**config.mk**
```make
export PLATFORM = sky130hd
export DESIGN_NAME = mem_bus_arbiter
export DESIGN_NICKNAME = d
export VERILOG_FILES = /design/src/rtl/mem_bus_arbiter.sv
export SDC_FILE = /design/constraint.sdc
export NUM_CORES = 1
export LEC_CHECK = 0
export ABC_AREA = 1
export BUFFER_PORTS_ARGS = -buffer_cell sky130_fd_sc_hd__buf_2
export CORE_AREA = 2 2 87 131
export CTS_CLUSTER_DIAMETER = 30
export DETAILED_ROUTE_END_ITERATION = 8
export DIE_AREA = 0 0 89 133
export MAX_ROUTING_LAYER = met4
export PLACE_DENSITY_LB_ADDON = 0.05
export SETUP_SLACK_MARGIN = 0.4
export SYNTH_ARGS = -nofsm -noshare
export SYNTH_HDL_FRONTEND = slang
export SYNTH_SLANG_ARGS = --single-unit
```
**constraint.sdc**
```tcl
create_clock -name Clock -period 2.09 [get_ports Clock]
set_input_delay 0.209 -clock Clock [delete_from_list [all_inputs] [get_ports Clock]]
set_output_delay 0.209 -clock Clock [all_outputs]
set_load 0.05 [all_outputs]
```
**src/rtl/mem_bus_arbiter.sv**
```systemverilog
// Two-requester round-robin arbiter driving a SETUP/ACCESS (APB-style) transfer to one of two slaves.
// Define ARB_TIMEOUT_EN to abort ACCESS after TIMEOUT not-ready cycles and flag err to the requester.
module mem_bus_arbiter #(
    parameter int ADDR_W  = 8,
    parameter int DATA_W  = 32,
    parameter int TIMEOUT = 15
) (
    input  logic              Clock,
    input  logic              Reset,
    input  logic              req0,
    input  logic              wr0,
    input  logic              sel0,
    input  logic [ADDR_W-1:0] addr0,
    input  logic [DATA_W-1:0] wdata0,
    output logic              done0,
    output logic              err0,
    input  logic              req1,
    input  logic              wr1,
    input  logic              sel1,
    input  logic [ADDR_W-1:0] addr1,
    input  logic [DATA_W-1:0] wdata1,
    output logic              done1,
    output logic              err1,
    output logic [DATA_W-1:0] rdata,
    output logic [1:0]        psel,
    output logic              penable,
    output logic              pwrite,
    output logic [ADDR_W-1:0] paddr,
    output logic [DATA_W-1:0] pwdata,
    input  logic [DATA_W-1:0] prdata0,
    input  logic [DATA_W-1:0] prdata1,
    input  logic              pready0,
    input  logic              pready1
);

    typedef enum logic [1:0] {
        IDLE   = 2'd0,
        SETUP  = 2'd1,
        ACCESS = 2'd2,
        RESP   = 2'd3
    } state_t;

    if (TIMEOUT < 1) begin : g_bad_timeout
        $error("mem_bus_arbiter: TIMEOUT must be at least 1");
    end

    state_t             state_q, state_d;
    logic               last_q, last_d;
    logic               gnt_q, gnt_d;
    logic               wr_q, wr_d;
    logic               sel_q, sel_d;
    logic [ADDR_W-1:0]  addr_q, addr_d;
    logic [DATA_W-1:0]  wdata_q, wdata_d;
    logic [DATA_W-1:0]  rdata_q, rdata_d;

    logic               any_req;
    logic               grant_id;
    logic               sel_ready;
    logic [DATA_W-1:0]  sel_prdata;
    logic               timeout_hit;

    // Under contention the requester not granted last time wins; otherwise the lone requester wins.
    assign any_req    = req0 | req1;
    assign grant_id   = (req0 && req1) ? ~last_q : req1;
    assign sel_ready  = sel_q ? pready1 : pready0;
    assign sel_prdata = sel_q ? prdata1 : prdata0;

`ifdef ARB_TIMEOUT_EN
    localparam int CNT_W = ($clog2(TIMEOUT + 1) < 4) ? 4 : $clog2(TIMEOUT + 1);
    localparam logic [CNT_W-1:0] CNT_LAST = CNT_W'(TIMEOUT - 1);

    logic [CNT_W-1:0] cnt_q, cnt_d;
    logic             err_q, err_d;

    assign timeout_hit = (state_q == ACCESS) && !sel_ready && (cnt_q == CNT_LAST);

    always_comb begin
        cnt_d = cnt_q;
        err_d = err_q;
        case (state_q)
            SETUP: begin
                cnt_d = '0;
                err_d = 1'b0;
            end
            ACCESS: begin
                if (!sel_ready) begin
                    cnt_d = cnt_q + 1'b1;
                end
                if (timeout_hit) begin
                    err_d = 1'b1;
                end
            end
            default: ;
        endcase
    end

    always_ff @(posedge Clock or posedge Reset) begin
        if (Reset) begin
            cnt_q <= '0;
            err_q <= 1'b0;
        end else begin
            cnt_q <= cnt_d;
            err_q <= err_d;
        end
    end

    assign err0 = (state_q == RESP) && !gnt_q && err_q;
    assign err1 = (state_q == RESP) &&  gnt_q && err_q;
`else
    assign timeout_hit = 1'b0;
    assign err0        = 1'b0;
    assign err1        = 1'b0;
`endif

    always_ff @(posedge Clock or posedge Reset) begin
        if (Reset) begin
            state_q <= IDLE;
            last_q  <= 1'b1;
            gnt_q   <= 1'b0;
            wr_q    <= 1'b0;
            sel_q   <= 1'b0;
            addr_q  <= '0;
            wdata_q <= '0;
            rdata_q <= '0;
        end else begin
            state_q <= state_d;
            last_q  <= last_d;
            gnt_q   <= gnt_d;
            wr_q    <= wr_d;
            sel_q   <= sel_d;
            addr_q  <= addr_d;
            wdata_q <= wdata_d;
            rdata_q <= rdata_d;
        end
    end

    always_comb begin
        state_d = state_q;
        case (state_q)
            IDLE:    if (any_req) state_d = SETUP;
            SETUP:   state_d = ACCESS;
            ACCESS:  if (sel_ready || timeout_hit) state_d = RESP;
            RESP:    state_d = IDLE;
            default: state_d = IDLE;
        endcase
    end

    // Request fields are captured once at grant so later requester activity cannot disturb the bus.
    always_comb begin
        last_d  = last_q;
        gnt_d   = gnt_q;
        wr_d    = wr_q;
        sel_d   = sel_q;
        addr_d  = addr_q;
        wdata_d = wdata_q;
        rdata_d = rdata_q;
        if (state_q == IDLE && any_req) begin
            gnt_d   = grant_id;
            last_d  = grant_id;
            wr_d    = grant_id ? wr1    : wr0;
            sel_d   = grant_id ? sel1   : sel0;
            addr_d  = grant_id ? addr1  : addr0;
            wdata_d = grant_id ? wdata1 : wdata0;
        end
        if (state_q == ACCESS && sel_ready && !wr_q) begin
            rdata_d = sel_prdata;
        end
    end

    always_comb begin
        psel    = 2'b00;
        penable = 1'b0;
        done0   = 1'b0;
        done1   = 1'b0;
        case (state_q)
            SETUP: begin
                psel = sel_q ? 2'b10 : 2'b01;
            end
            ACCESS: begin
                psel    = sel_q ? 2'b10 : 2'b01;
                penable = 1'b1;
            end
            RESP: begin
                done0 = !gnt_q;
                done1 = gnt_q;
            end
            default: ;
        endcase
    end

    assign pwrite = wr_q;
    assign paddr  = addr_q;
    assign pwdata = wdata_q;
    assign rdata  = rdata_q;

endmodule

```
# Yosys cells after proc, flatten, opt, wreduce, memory -nomap -nowiden
# Index checks and enable logic that the tools add are counted.
[word_totals] regBits=78 out_inout_bits=80 latch_bits=0 inputBits=154 mem_bits_ro=0 word_cells=39 memories=0 mem_bits_rw=0
[classes] n_mul=0 shifts=0 n_bitwise=2 n_reduce_logical=9 add_sub_neg=0 eq_ne=5 n_lt_le_gt_ge=0 n_div=0 n_mux=15
[ops] operator="two-way mux 32 bit" n=2
[ops] operator="two-way mux 2 bit" n=4
[ops] operator="two-way mux 8 bit" n=1
[ops] operator="case mux 2 bit (4 select lines)" n=1
[ops] operator="two-way mux 1 bit" n=7
[ops] operator="== test 2 bit (second input constant)" n=2
[ops] operator="logical AND 1 bit" n=4
[ops] operator="inequality test 2 bit (second input constant)" n=2
[ops] operator="== test 2 x 1 -> 1 bit (second input constant)" n=1
[ops] operator="zero test 1 bit" n=2
[ops] operator="zero test 2 bit" n=1
[ops] operator="AND reduction 2 bit" n=1
[ops] operator="OR reduction 2 bit" n=1
[ops] operator="inverter 1 bit" n=1
[ops] operator="OR 1 bit" n=1

# Depth between registers and ports, before layout
[depth] depth_word=3 depth_mapped=8 ltp_nobuf=7

# Worst setup path after synthesis
# OpenSTA, ideal clock, no wires.
[synth_path] kind="reg-to-output" startpoint="reg state_q[1]" endpoint="out psel[0]" path_buffers=0 required_ps=1881 arrival_ps=1426 path_stages_with_launch=5 slack_ps=455 cell_sequence="dfrtp_1 > inv_1 > ha_1 > inv_1 > nor2_1"
[synth_via] elab_chain_len=3 word_cells_on_any_way=4 cone_classes="2 x eq/ne; 1 x mux; 1 x reduce/logical"
[synth_lines] element="from (decl)" line_no="47" text="state_t state_q, state_d;"
[synth_lines] element="from (signal assigned)" line_no="126" text="state_q <= state_d;"
[synth_lines] element="== test 2 bit / == test 2 x 1 -> 1 bit (equally long branches)" line_no="175" text="case (state_q)"
[synth_lines] element="OR reduction 2 bit (no line) *"
[synth_lines] element="two-way mux 2 bit *"
[synth_lines] element="to (decl)" line_no="25" text="output logic [1:0] psel,"
# Mark *: on every way between the ends. The rest lies on a longest branch, timed or not.

# Worst setup path after layout
# Ends and elaborated chain as after synthesis.

==> impl_results.md <==
* Outcome: completed
* Post-synth top area cell: dfrtp_1
* Die Span X at about 89 um
* Fmax at between 600 and 700 MHz
* Vias post-DR at between 4000 and 5000
* P_int at just under 5 mW
* Die Area at approximately 12000 um^2
* HPWL Detailed at slightly below 9 mm
* Boundary Pins at roughly 230
* TritonCTS clock tree: built
* Worst slew pin tran at 0.8071 ns
* Yosys reg bits at a little under 80
* Final Hold Fails at 0
* Pleak at about 3.7 nW
* All-Layer GR Usage at 0.2151
* Fillers at between 1000 and 1500
* Synthesized area at 4314 um^2
* Area Growth Syn to Fin at 37.79%
* Distinct cell type count after synthesis at 19
* First-pass GRT wire length at just under 20 mm
* Top FF cell, synth: dfrtp_1
* Reg clk slew, reported paths at ~0.06 ns
* Unrepaired setup endpoints after global routing: no
* Number of vias per cell at roughly 4.6
* Per-cell routed wire length at roughly 12 um
* ANT nets after route at 0
* Total clock sinks at 78
* # rows at 47
* Sw Ratio at 0.5237
* Die Y at approximately 130 um
* Clock power frac at 0.175
* Area after DPL at around 5500 um^2
* Clk Latency, worst-skew pair at around 0.33 ns
* Logic pwr share at 0.570
* Max-slew violation count at 0
* Synth top area cells: dfrtp_1, nand2_1, nand3_1, nand3b_1, inv_1
* Ratio of cells with drive above 1 in the final layout at 0.3317
* Req. time, crit path at roughly 1.9 ns
* DRC at 0
* Maxcap violations at 0
* Cells after synthesis at slightly above 600
* Arrival time of the worst setup path at ~1.4 ns
* Crit path launch type: register
* Detailed Routing Iterations Pass 1 at 4
* Worst Clk Skew at ~0.0044 ns
* Post-synth ARST share at 1.000
* Multi-input gate area at a little under 2000 um^2
* Crit path time final at roughly 1.6 ns
* Initial antenna violation count at 0
* Final Cycle Share at 0.7540
* Sequential power share at 0.255
* Worst setup EP type: output port
* PortBufs at approximately 230
* Num CTS Buffers at 9
* Setup total negative slack at 0 ns
* DRT Wirelength at 12.17 mm
* Maximum vdd ir drop at 859.0 uV
* Core box area at 10820 um^2
* Layout Nets at 983
* Final Hold Slack at approximately 0.025 ns
* Hold/Removal Path Class: in2async
* Setup Crit Path Kind: reg2out
* DR iter-0 viols at 160
* Max Buffers Root-to-Sink at 2
* Ant diodes at 0
* Worst Path Max Fanout at 3
* Avg Cell Area, Syn at around 7 um^2
* Finished Core Util at 0.5494
* Vias in the first global route at around 4300
* Sequential-to-total area share from yosys stat at 0.4527
* YS warnings at 0
* Total congestion overflow at 0
* Root buffer cell: clkbuf_16
* Synth cell count leaders: nand2_1, nand3_1, dfrtp_1
* Register area at approximately 2000 um^2
* Post-synth EDFFs at 0
* Final Setup Violations at 0
* Top-count cell post-synth: nand2_1
* Largest net degree at the start of global routing at 45
* Switching power at around 5.4 mW
* Initial Util at 0.3987
* Top-area cell type share of the netlist area at 0.4466
* Slew Limit Headroom at 0.4608
* Final GP Congestion at slightly below 0.8
* Pwr dens at between 1500 and 2000 nW/um^2
* Final instance area at just under 6000 um^2
* H-tree depth at 3
sequential cells by signal, summed over array words and instances (netlist names):
| register | flops |
|---|---|
| last_q | 1 |
| pwrite | 1 |
| paddr | 8 |
| pwdata | 32 |
| gnt_q | 1 |
| rdata | 32 |
| sel_q | 1 |
| state_q | 2 |
power by group through the flow:
stage                     sequential (mW)  combinational (mW)  clock [mW]
after floorplan                      4.85                2.24           0
after global placement               2.65                5.76           0
after detailed placement             2.66                5.83           0
after CTS                            2.64                5.93        1.86
after global routing                 2.73                6.40        1.94
final                                2.64                5.89        1.81
critical path, stage by stage (launching register included):
cell and delay [ns]:
dfrtp_1 0.35, inv_1 0.09, ha_4 0.30, inv_1 0.05, nor2_2 0.09, buf_6 0.16
per-layer routing:
layer / share of wire / track usage / vias to the layer above
li1: - / - / 2297
met1: 0.41 / 0.2430 / 2020
met2: 0.50 / 0.3694 / 151
met3: 0.063 / 0.05115 / 18
met4: 0.022 / 0.06716 / 0
met5: 0 / - / -
cell usage in the layout, fill, tap and decap left out, drive strengths merged:
cell	count
o21ai	1
or2	1
nand3b	30
dfrtp	77
clkinvlp	1
buf	246
inv	39
conb	2
clkbuf	13
dfstp	1
nand3	78
ha	5
nor2	4
nand2	328
bufinv	3
final timing paths:
path	to	depth (start not counted)	slack [ns]	startpoint
min in group Clock	paddr[4]	5	0.16	addr0[4]
min	pwdata[12]	2	0.03	Reset
max reg2reg	rdata[20]	7	0.58	state_q[0]
min reg2reg	rdata[14]	2	0.46	rdata[14]
max	psel[0]	5	0.51	state_q[1]
max in group asynchronous	pwdata[24]	3	1.47	Reset
through the flow:
step | std cells | total power [mW] | setup slack (ns)
final | 976 | 10.34 | 0.5142
after global routing | 976 | 11.07 | 0.4181
after CTS | 975 | 10.44 | 0.4211
after detailed placement | 958 | 8.491 | 0.4728
after global placement | 958 | 8.409 | 0.5550
after floorplan | 606 | 7.092 | 0.4549
kinds of logic after synthesis:
logic type,count (synthesis),synth area share
and+or+nand+nor,441,0.4359
buffers and inverters,79,0.09223
adders and majority gates,5,0.01450
AOI/OAI and AO/OA,1,0.003771
other,1,0.0008692
DFF,78,0.4527
what timing repair did:
action,CTS,global route
hold buffers,0,0
setup buffers,1,1
resized for setup,4,4
setup endpoints to repair,2,34
cell type report:
type / instances / share of cell area
multi-input combinational: 449 / 0.3342
sequential: 78 / 0.3288
timing repair buffer: 246 / 0.2212
clock buffer: 13 / 0.04378
tap: 147 / 0.03094
inverter: 40 / 0.02589
clock inverter: 3 / 0.01515
Power figures use the tool's default switching activity.
